$ cat config.mk
export PLATFORM = sky130hd
export DESIGN_NAME = mc_control_fsm_flat
export DESIGN_NICKNAME = d
export VERILOG_FILES = /design/src/rtl/mc_control_fsm_pkg.sv /design/src/rtl/mc_control_fsm_if.sv /design/src/rtl/mc_control_fsm.sv /design/src/flat_wrapper.sv
export SDC_FILE = /design/constraint.sdc
export NUM_CORES = 1
export LEC_CHECK = 0
export ABC_AREA = 1
export BUFFER_PORTS_ARGS = -buffer_cell sky130_fd_sc_hd__buf_2
export CORE_AREA = 2 2 39 41
export DETAILED_ROUTE_END_ITERATION = 8
export DIE_AREA = 0 0 41 43
export PLACE_DENSITY = 0.84
export SLEW_MARGIN = 0
export SYNTH_ARGS = -nofsm -noshare
export SYNTH_HDL_FRONTEND = slang
export SYNTH_SLANG_ARGS = --single-unit
$ cat constraint.sdc
create_clock -name clk -period 2.5 [get_ports clk]
set_clock_uncertainty 0.15 [all_clocks]
set_input_delay 0.125 -clock clk [delete_from_list [all_inputs] [get_ports clk]]
set_output_delay 0.125 -clock clk [all_outputs]
set_load 0.01 [all_outputs]
$ cat src/rtl/mc_control_fsm_pkg.sv
// Shared encodings for the multicycle control sequencer and the datapath that
// decodes its mux selects.
package mc_control_fsm_pkg;

  localparam logic [3:0] OP_RTYPE = 4'h0;
  localparam logic [3:0] OP_ADDI  = 4'h1;
  localparam logic [3:0] OP_LW    = 4'h2;
  localparam logic [3:0] OP_SW    = 4'h3;
  localparam logic [3:0] OP_BEQ   = 4'h4;
  localparam logic [3:0] OP_JMP   = 4'h5;
  localparam logic [3:0] OP_HLT   = 4'hF;

  localparam logic [1:0] ALUB_B     = 2'b00;
  localparam logic [1:0] ALUB_ONE   = 2'b01;
  localparam logic [1:0] ALUB_IMM   = 2'b10;
  localparam logic [1:0] ALUOP_ADD  = 2'b00;
  localparam logic [1:0] ALUOP_SUB  = 2'b01;
  localparam logic [1:0] ALUOP_FUNC = 2'b10;
  localparam logic [1:0] PCSRC_ALU  = 2'b00;
  localparam logic [1:0] PCSRC_OUT  = 2'b01;
  localparam logic [1:0] PCSRC_JMP  = 2'b10;

  typedef enum logic [3:0] {
    S_IDLE   = 4'd0,
    S_FETCH  = 4'd1,
    S_DECODE = 4'd2,
    S_MEMADR = 4'd3,
    S_MEMRD  = 4'd4,
    S_MEMWB  = 4'd5,
    S_MEMWR  = 4'd6,
    S_EXEC   = 4'd7,
    S_RWB    = 4'd8,
    S_IEXEC  = 4'd9,
    S_IWB    = 4'd10,
    S_BRANCH = 4'd11,
    S_JUMP   = 4'd12,
    S_HALT   = 4'd13,
    S_TRAP   = 4'd14
  } state_e;

  function automatic state_e decode_next(input logic [3:0] op);
    case (op)
      OP_RTYPE:      return S_EXEC;
      OP_ADDI:       return S_IEXEC;
      OP_LW, OP_SW:  return S_MEMADR;
      OP_BEQ:        return S_BRANCH;
      OP_JMP:        return S_JUMP;
      OP_HLT:        return S_HALT;
      default:       return S_TRAP;
    endcase
  endfunction

endpackage

$ cat src/rtl/mc_control_fsm_if.sv
// Control/status bundle between the sequencer (master) and the datapath (slave).
interface mc_control_fsm_if #(parameter int STATE_W = 4);
  logic [3:0]         opcode;
  logic               zero;
  logic               mem_ready;
  logic               pc_we;
  logic               ir_we;
  logic               mdr_we;
  logic               ab_we;
  logic               aluout_we;
  logic               rf_we;
  logic               mem_rd;
  logic               mem_wr;
  logic               iord;
  logic               alu_src_a;
  logic [1:0]         alu_src_b;
  logic [1:0]         alu_op;
  logic [1:0]         pc_src;
  logic               reg_dst;
  logic               mem_to_reg;
  logic               halted;
  logic               illegal;
  logic [STATE_W-1:0] state;

  modport master (
    input  opcode, zero, mem_ready,
    output pc_we, ir_we, mdr_we, ab_we, aluout_we, rf_we, mem_rd, mem_wr,
           iord, alu_src_a, alu_src_b, alu_op, pc_src, reg_dst, mem_to_reg,
           halted, illegal, state
  );

  modport slave (
    output opcode, zero, mem_ready,
    input  pc_we, ir_we, mdr_we, ab_we, aluout_we, rf_we, mem_rd, mem_wr,
           iord, alu_src_a, alu_src_b, alu_op, pc_src, reg_dst, mem_to_reg,
           halted, illegal, state
  );
endinterface

$ cat src/rtl/mc_control_fsm.sv
// Multicycle control sequencer: one registered state, combinational next-state
// and output decode. Only FETCH/MEMRD (mem_ready) and BRANCH (zero) are Mealy.
module mc_control_fsm
  import mc_control_fsm_pkg::*;
#(
  parameter int USE_MEM_READY = 1,
  parameter int STATE_W       = 4
) (
  input logic              clk,
  input logic              rst_n,
  mc_control_fsm_if.master bus
);

  state_e     state_q, state_d;
  logic       is_sw_q, is_sw_d;
  logic       mem_ok_s;
  logic       pc_we_s, ir_we_s, mdr_we_s, ab_we_s, aluout_we_s, rf_we_s;
  logic       mem_rd_s, mem_wr_s, iord_s, alu_src_a_s, reg_dst_s, mem_to_reg_s;
  logic       halted_s, illegal_s;
  logic [1:0] alu_src_b_s, alu_op_s, pc_src_s;

  assign mem_ok_s = (USE_MEM_READY != 0) ? bus.mem_ready : 1'b1;

  // State register; LW/SW distinction is captured in DECODE so opcode is not re-read later.
  always_ff @(posedge clk or negedge rst_n) begin
    if (!rst_n) begin
      state_q <= S_IDLE;
      is_sw_q <= 1'b0;
    end else begin
      state_q <= state_d;
      is_sw_q <= is_sw_d;
    end
  end

  // Next-state and output decode.
  always_comb begin
    state_d      = state_q;
    is_sw_d      = is_sw_q;
    pc_we_s      = 1'b0;
    ir_we_s      = 1'b0;
    mdr_we_s     = 1'b0;
    ab_we_s      = 1'b0;
    aluout_we_s  = 1'b0;
    rf_we_s      = 1'b0;
    mem_rd_s     = 1'b0;
    mem_wr_s     = 1'b0;
    iord_s       = 1'b0;
    alu_src_a_s  = 1'b0;
    reg_dst_s    = 1'b0;
    mem_to_reg_s = 1'b0;
    halted_s     = 1'b0;
    illegal_s    = 1'b0;
    alu_src_b_s  = ALUB_B;
    alu_op_s     = ALUOP_ADD;
    pc_src_s     = PCSRC_ALU;
    case (state_q)
      S_IDLE: state_d = S_FETCH;
      S_FETCH: begin
        mem_rd_s    = 1'b1;
        alu_src_b_s = ALUB_ONE;
        if (mem_ok_s) begin
          ir_we_s = 1'b1;
          pc_we_s = 1'b1;
          state_d = S_DECODE;
        end else begin
          state_d = S_FETCH;
        end
      end
      S_DECODE: begin
        ab_we_s     = 1'b1;
        aluout_we_s = 1'b1;
        alu_src_b_s = ALUB_IMM;
        is_sw_d     = (bus.opcode == OP_SW);
        state_d     = decode_next(bus.opcode);
      end
      S_MEMADR: begin
        alu_src_a_s = 1'b1;
        alu_src_b_s = ALUB_IMM;
        aluout_we_s = 1'b1;
        state_d     = is_sw_q ? S_MEMWR : S_MEMRD;
      end
      S_MEMRD: begin
        mem_rd_s = 1'b1;
        iord_s   = 1'b1;
        if (mem_ok_s) begin
          mdr_we_s = 1'b1;
          state_d  = S_MEMWB;
        end else begin
          state_d  = S_MEMRD;
        end
      end
      S_MEMWB: begin
        rf_we_s      = 1'b1;
        mem_to_reg_s = 1'b1;
        state_d      = S_FETCH;
      end
      S_MEMWR: begin
        mem_wr_s = 1'b1;
        iord_s   = 1'b1;
        state_d  = mem_ok_s ? S_FETCH : S_MEMWR;
      end
      S_EXEC: begin
        alu_src_a_s = 1'b1;
        alu_op_s    = ALUOP_FUNC;
        aluout_we_s = 1'b1;
        state_d     = S_RWB;
      end
      S_RWB: begin
        rf_we_s   = 1'b1;
        reg_dst_s = 1'b1;
        state_d   = S_FETCH;
      end
      S_IEXEC: begin
        alu_src_a_s = 1'b1;
        alu_src_b_s = ALUB_IMM;
        aluout_we_s = 1'b1;
        state_d     = S_IWB;
      end
      S_IWB: begin
        rf_we_s = 1'b1;
        state_d = S_FETCH;
      end
      S_BRANCH: begin
        alu_src_a_s = 1'b1;
        alu_op_s    = ALUOP_SUB;
        pc_src_s    = PCSRC_OUT;
        pc_we_s     = bus.zero;
        state_d     = S_FETCH;
      end
      S_JUMP: begin
        pc_src_s = PCSRC_JMP;
        pc_we_s  = 1'b1;
        state_d  = S_FETCH;
      end
      S_HALT: begin
        halted_s = 1'b1;
        state_d  = S_HALT;
      end
      S_TRAP: begin
        illegal_s = 1'b1;
        state_d   = S_TRAP;
      end
      default: state_d = S_IDLE;
    endcase
  end

  assign bus.pc_we      = pc_we_s;
  assign bus.ir_we      = ir_we_s;
  assign bus.mdr_we     = mdr_we_s;
  assign bus.ab_we      = ab_we_s;
  assign bus.aluout_we  = aluout_we_s;
  assign bus.rf_we      = rf_we_s;
  assign bus.mem_rd     = mem_rd_s;
  assign bus.mem_wr     = mem_wr_s;
  assign bus.iord       = iord_s;
  assign bus.alu_src_a  = alu_src_a_s;
  assign bus.alu_src_b  = alu_src_b_s;
  assign bus.alu_op     = alu_op_s;
  assign bus.pc_src     = pc_src_s;
  assign bus.reg_dst    = reg_dst_s;
  assign bus.mem_to_reg = mem_to_reg_s;
  assign bus.halted     = halted_s;
  assign bus.illegal    = illegal_s;
  assign bus.state      = STATE_W'(state_q);

endmodule

$ cat src/flat_wrapper.sv
// flat-port wrapper written by rule: the top's interface ports become plain ports
module mc_control_fsm_flat import mc_control_fsm_pkg::*;
#(
  parameter int USE_MEM_READY = 1,
  parameter int STATE_W       = 4
)
  (clk, rst_n, bus_opcode, bus_zero, bus_mem_ready, bus_pc_we, bus_ir_we, bus_mdr_we, bus_ab_we, bus_aluout_we, bus_rf_we, bus_mem_rd, bus_mem_wr, bus_iord, bus_alu_src_a, bus_alu_src_b, bus_alu_op, bus_pc_src, bus_reg_dst, bus_mem_to_reg, bus_halted, bus_illegal, bus_state);
  mc_control_fsm_if #(.STATE_W(STATE_W)) bus_i ();
  input logic clk;
  input logic rst_n;
  input wire logic [$bits(bus_i.opcode)-1:0] bus_opcode;
  input wire logic [$bits(bus_i.zero)-1:0] bus_zero;
  input wire logic [$bits(bus_i.mem_ready)-1:0] bus_mem_ready;
  output wire logic [$bits(bus_i.pc_we)-1:0] bus_pc_we;
  output wire logic [$bits(bus_i.ir_we)-1:0] bus_ir_we;
  output wire logic [$bits(bus_i.mdr_we)-1:0] bus_mdr_we;
  output wire logic [$bits(bus_i.ab_we)-1:0] bus_ab_we;
  output wire logic [$bits(bus_i.aluout_we)-1:0] bus_aluout_we;
  output wire logic [$bits(bus_i.rf_we)-1:0] bus_rf_we;
  output wire logic [$bits(bus_i.mem_rd)-1:0] bus_mem_rd;
  output wire logic [$bits(bus_i.mem_wr)-1:0] bus_mem_wr;
  output wire logic [$bits(bus_i.iord)-1:0] bus_iord;
  output wire logic [$bits(bus_i.alu_src_a)-1:0] bus_alu_src_a;
  output wire logic [$bits(bus_i.alu_src_b)-1:0] bus_alu_src_b;
  output wire logic [$bits(bus_i.alu_op)-1:0] bus_alu_op;
  output wire logic [$bits(bus_i.pc_src)-1:0] bus_pc_src;
  output wire logic [$bits(bus_i.reg_dst)-1:0] bus_reg_dst;
  output wire logic [$bits(bus_i.mem_to_reg)-1:0] bus_mem_to_reg;
  output wire logic [$bits(bus_i.halted)-1:0] bus_halted;
  output wire logic [$bits(bus_i.illegal)-1:0] bus_illegal;
  output wire logic [$bits(bus_i.state)-1:0] bus_state;
  assign bus_i.opcode = bus_opcode;
  assign bus_i.zero = bus_zero;
  assign bus_i.mem_ready = bus_mem_ready;
  assign bus_pc_we = bus_i.pc_we;
  assign bus_ir_we = bus_i.ir_we;
  assign bus_mdr_we = bus_i.mdr_we;
  assign bus_ab_we = bus_i.ab_we;
  assign bus_aluout_we = bus_i.aluout_we;
  assign bus_rf_we = bus_i.rf_we;
  assign bus_mem_rd = bus_i.mem_rd;
  assign bus_mem_wr = bus_i.mem_wr;
  assign bus_iord = bus_i.iord;
  assign bus_alu_src_a = bus_i.alu_src_a;
  assign bus_alu_src_b = bus_i.alu_src_b;
  assign bus_alu_op = bus_i.alu_op;
  assign bus_pc_src = bus_i.pc_src;
  assign bus_reg_dst = bus_i.reg_dst;
  assign bus_mem_to_reg = bus_i.mem_to_reg;
  assign bus_halted = bus_i.halted;
  assign bus_illegal = bus_i.illegal;
  assign bus_state = bus_i.state;
  mc_control_fsm #(.USE_MEM_READY(USE_MEM_READY), .STATE_W(STATE_W)) u_core (.clk(clk), .rst_n(rst_n), .bus(bus_i));
endmodule
==> metrics.md <==
| Metric | Value |
|---|---|
| Total number of vias | `approximately 700` |
| Avg Inst Size Synth | `~5.3 sq um` |
| Hold EP | `u_core.is_sw_q` |
| H-tree depth | `1` |
| Number of global-route vias before repair | `~640` |
| Post-route DRC | `0` |
| Final setup viols | `0` |
| Worst hold start | `bus_opcode[1]` |
| FF-to-FF End | `u_core.bus.state[3]` |
| NumNets Final | `around 140` |
| Leak | `roughly 0.53 nW` |
| 1st-iter DRT viols | `14` |
| TritonCTS Sinks | `5` |
| R2R Setup Slk | `1.11 ns` |
| Antenna diode count | `0` |
| Post-CTS Setup Inserts | `0` |
| Crit path kind | `reg2out` |
| Core box area | `1380 sq um` |
| Outcome | `completed` |
| Post-route insts no fill | `150` |
| Inserted Clock Buffers | `3` |
| Highest Clock Rate | `roughly 600 MHz` |
| RSZ-0062 raised after global routing | `false` |
| Fin. Hold Viols | `0` |
| Global-route usage over all layers | `between 20% and 30%` |
| Hold Path Stages | `3` |
| Fin crit share | `about two thirds` |
| Worst slew margin | `about four fifths` |
| WL per Instance | `approximately 10 um` |
| Critical path endpoint category | `output port` |
| CTS tree | `yes` |
| CTS-repair resized insts | `0` |
| CP required | `~2.2 ns` |
| I/O Buffers | `31` |
| Multi-input logic area | `around 320 sq um` |
| Area leader, netlist | `nand2_1` |
| PwrDens | `~1000 nW/um^2` |
| First-pass GRT wire length | `roughly 2600 um` |
| Final TNS setup | `0 ns` |
| Grt total ovfl | `0` |
| Reg-to-reg startpoint | `u_core.bus.state[0]` |
| Post-synthesis sequential area ratio | `between 20% and 30%` |
| Post-synth top area share | `around a quarter` |
| Fillers | `roughly 150` |
| Max Slew Vio Count | `0` |
| Area contributors post-synth | `nand2_1, dfrtp_1, nor2_1` |
| Die width | `~41 um` |
| Final wirelength | `approximately 1500 um` |
| Syn Inst Count | `a little under 100` |
| Post-Syn Area | `between 500 and 600 sq um` |
| CP max FO | `7` |
| Syn-to-layout area delta | `39.1%` |
| Mapped Nets | `around 110` |
| Largest net degree at the start of global routing | `8` |
| Flop and latch count out of synthesis | `5` |
| ANT nets after route | `0` |
| Vias per std cell | `about 4.6` |
| Arr. time, crit path | `1.39 ns` |
| GPL Wtd Cong | `0.857` |
| Largest buffer count on any clock path | `2` |
| R2R cell count | `6` |
| Die Y | `about 43 um` |
| Final critical-path required period | `around 1.7 ns` |
| Inst Count DP | `between 100 and 150` |
| Peak VDD IR | `roughly 0.50 mV` |
| Later-pin clock latency in the skew report | `~0.24 ns` |
| Setup crit start kind | `register` |
| Fraction of layout cells with a size suffix above 1 | `28.4%` |
| Initial Util | `37.7%` |
| Yosys cell types | `16` |
| Die area | `1760 sq um` |
| Drt pass-1 iters | `4` |
| Post-DP HPWL | `1230 um` |
| Ports | `32` |
| CTS Hold Bufs | `1` |
| CTS root buf | `clkbuf_4` |
| Worst-Margin Slew | `~0.27 ns` |
| Synthesis warning total | `0` |
| Initial antenna violation count | `0` |
| HP Class | `in2reg` |
| Site row count | `14` |
| Register Area | `about 130 sq um` |
| Maxcap violations | `0` |
| Worst-path clk slew | `~0.04 ns` |
## per-layer routing
| layer | share of wire, % | global-route usage (%) |
|---|---|---|
| met5 | 0 | 0 |
| met4 | 1.4 | 6.67 |
| met3 | 4.4 | 6.81 |
| met2 | 54 | 35.0 |
| met1 | 40 | 23.7 |
## metrics by stage
stage	setup WS, ns	util [%]	hold WS (ns)	cell area, sq um	power [W]
2_1_floorplan	1.12	-	-0.321	522	0.000486
3_3_place_gp	1.10	49.8	-0.209	689	0.000658
3_5_place_dp	1.09	49.8	-0.206	689	0.000667
4_1_cts	0.830	52.4	0.0425	726	0.000765
5_1_grt	0.701	52.4	0.0801	726	0.000846
6_report	0.835	52.4	0.0514	726	0.000761
## cell type report
| cell class | count | share of cell area [%] |
|---|---|---|
| timing repair buffer | 32 | 22.8 |
| inverter | 19 | 9.83 |
| clock buffer | 4 | 3.62 |
| tap | 16 | 2.76 |
| multi-input combinational | 74 | 43.8 |
| sequential | 5 | 17.2 |
## logic make-up after synthesis
logic type | synth area share, %
AOI/OAI and AO/OA | 7.20
buffers and inverters | 15.1
DFF | 24.0
and+or+nand+nor | 53.7
## power breakdown
part           total [W]  internal [W]  switching, W
combinational   0.000503      0.000185      0.000317
clock          0.0000917     0.0000603     0.0000315
sequential      0.000166      0.000118     0.0000486
total           0.000761      0.000363      0.000398
## worst max-delay path by stage
stage / from / endpoint / slack (ns) / cells past startpoint
detailed placement: u_core.bus.state[0] / bus_aluout_we / 1.09 / 6
CTS: u_core.bus.state[0] / bus_aluout_we / 0.83 / 6
global placement: u_core.bus.state[0] / bus_aluout_we / 1.10 / 6
floorplan: u_core.bus.state[1] / bus_pc_we / 1.12 / 5
finish: u_core.bus.state[0] / bus_aluout_we / 0.84 / 6
global route: u_core.bus.state[3] / bus_pc_we / 0.70 / 7
## placed cells by master, fill, tap and decap left out, types with 2 or more instances in the layout
cell type   n
inv_1      18
a21oi_1     2
dfrtp_1     5
clkbuf_4    3
buf_2      31
nand2_1    35
o21ai_0     4
nor2_1     19
nand4_1     2
nand3_1     6
## registers in the layout (all words and copies together), names as in the netlist
signal            count
u_core.bus.state      4
u_core.is_sw_q        1
## Yosys cell counts (all sizes together)
master / n
nand4: 2
nor2: 21
a21oi: 2
buf: 1
o21bai: 1
or2: 1
nor3: 1
nand2: 36
nand3: 6
dfrtp: 5
inv: 19
o21ai: 4
## worst max-delay path, cell delays in order, from the launching register on
cell and delay, ns:
dfrtp_1 0.44, inv_2 0.15, nor2_4 0.06, nand2_1 0.11, nand2_1 0.07, or2_1 0.20
buf_2 0.13
Power figures use the tool's default switching activity.
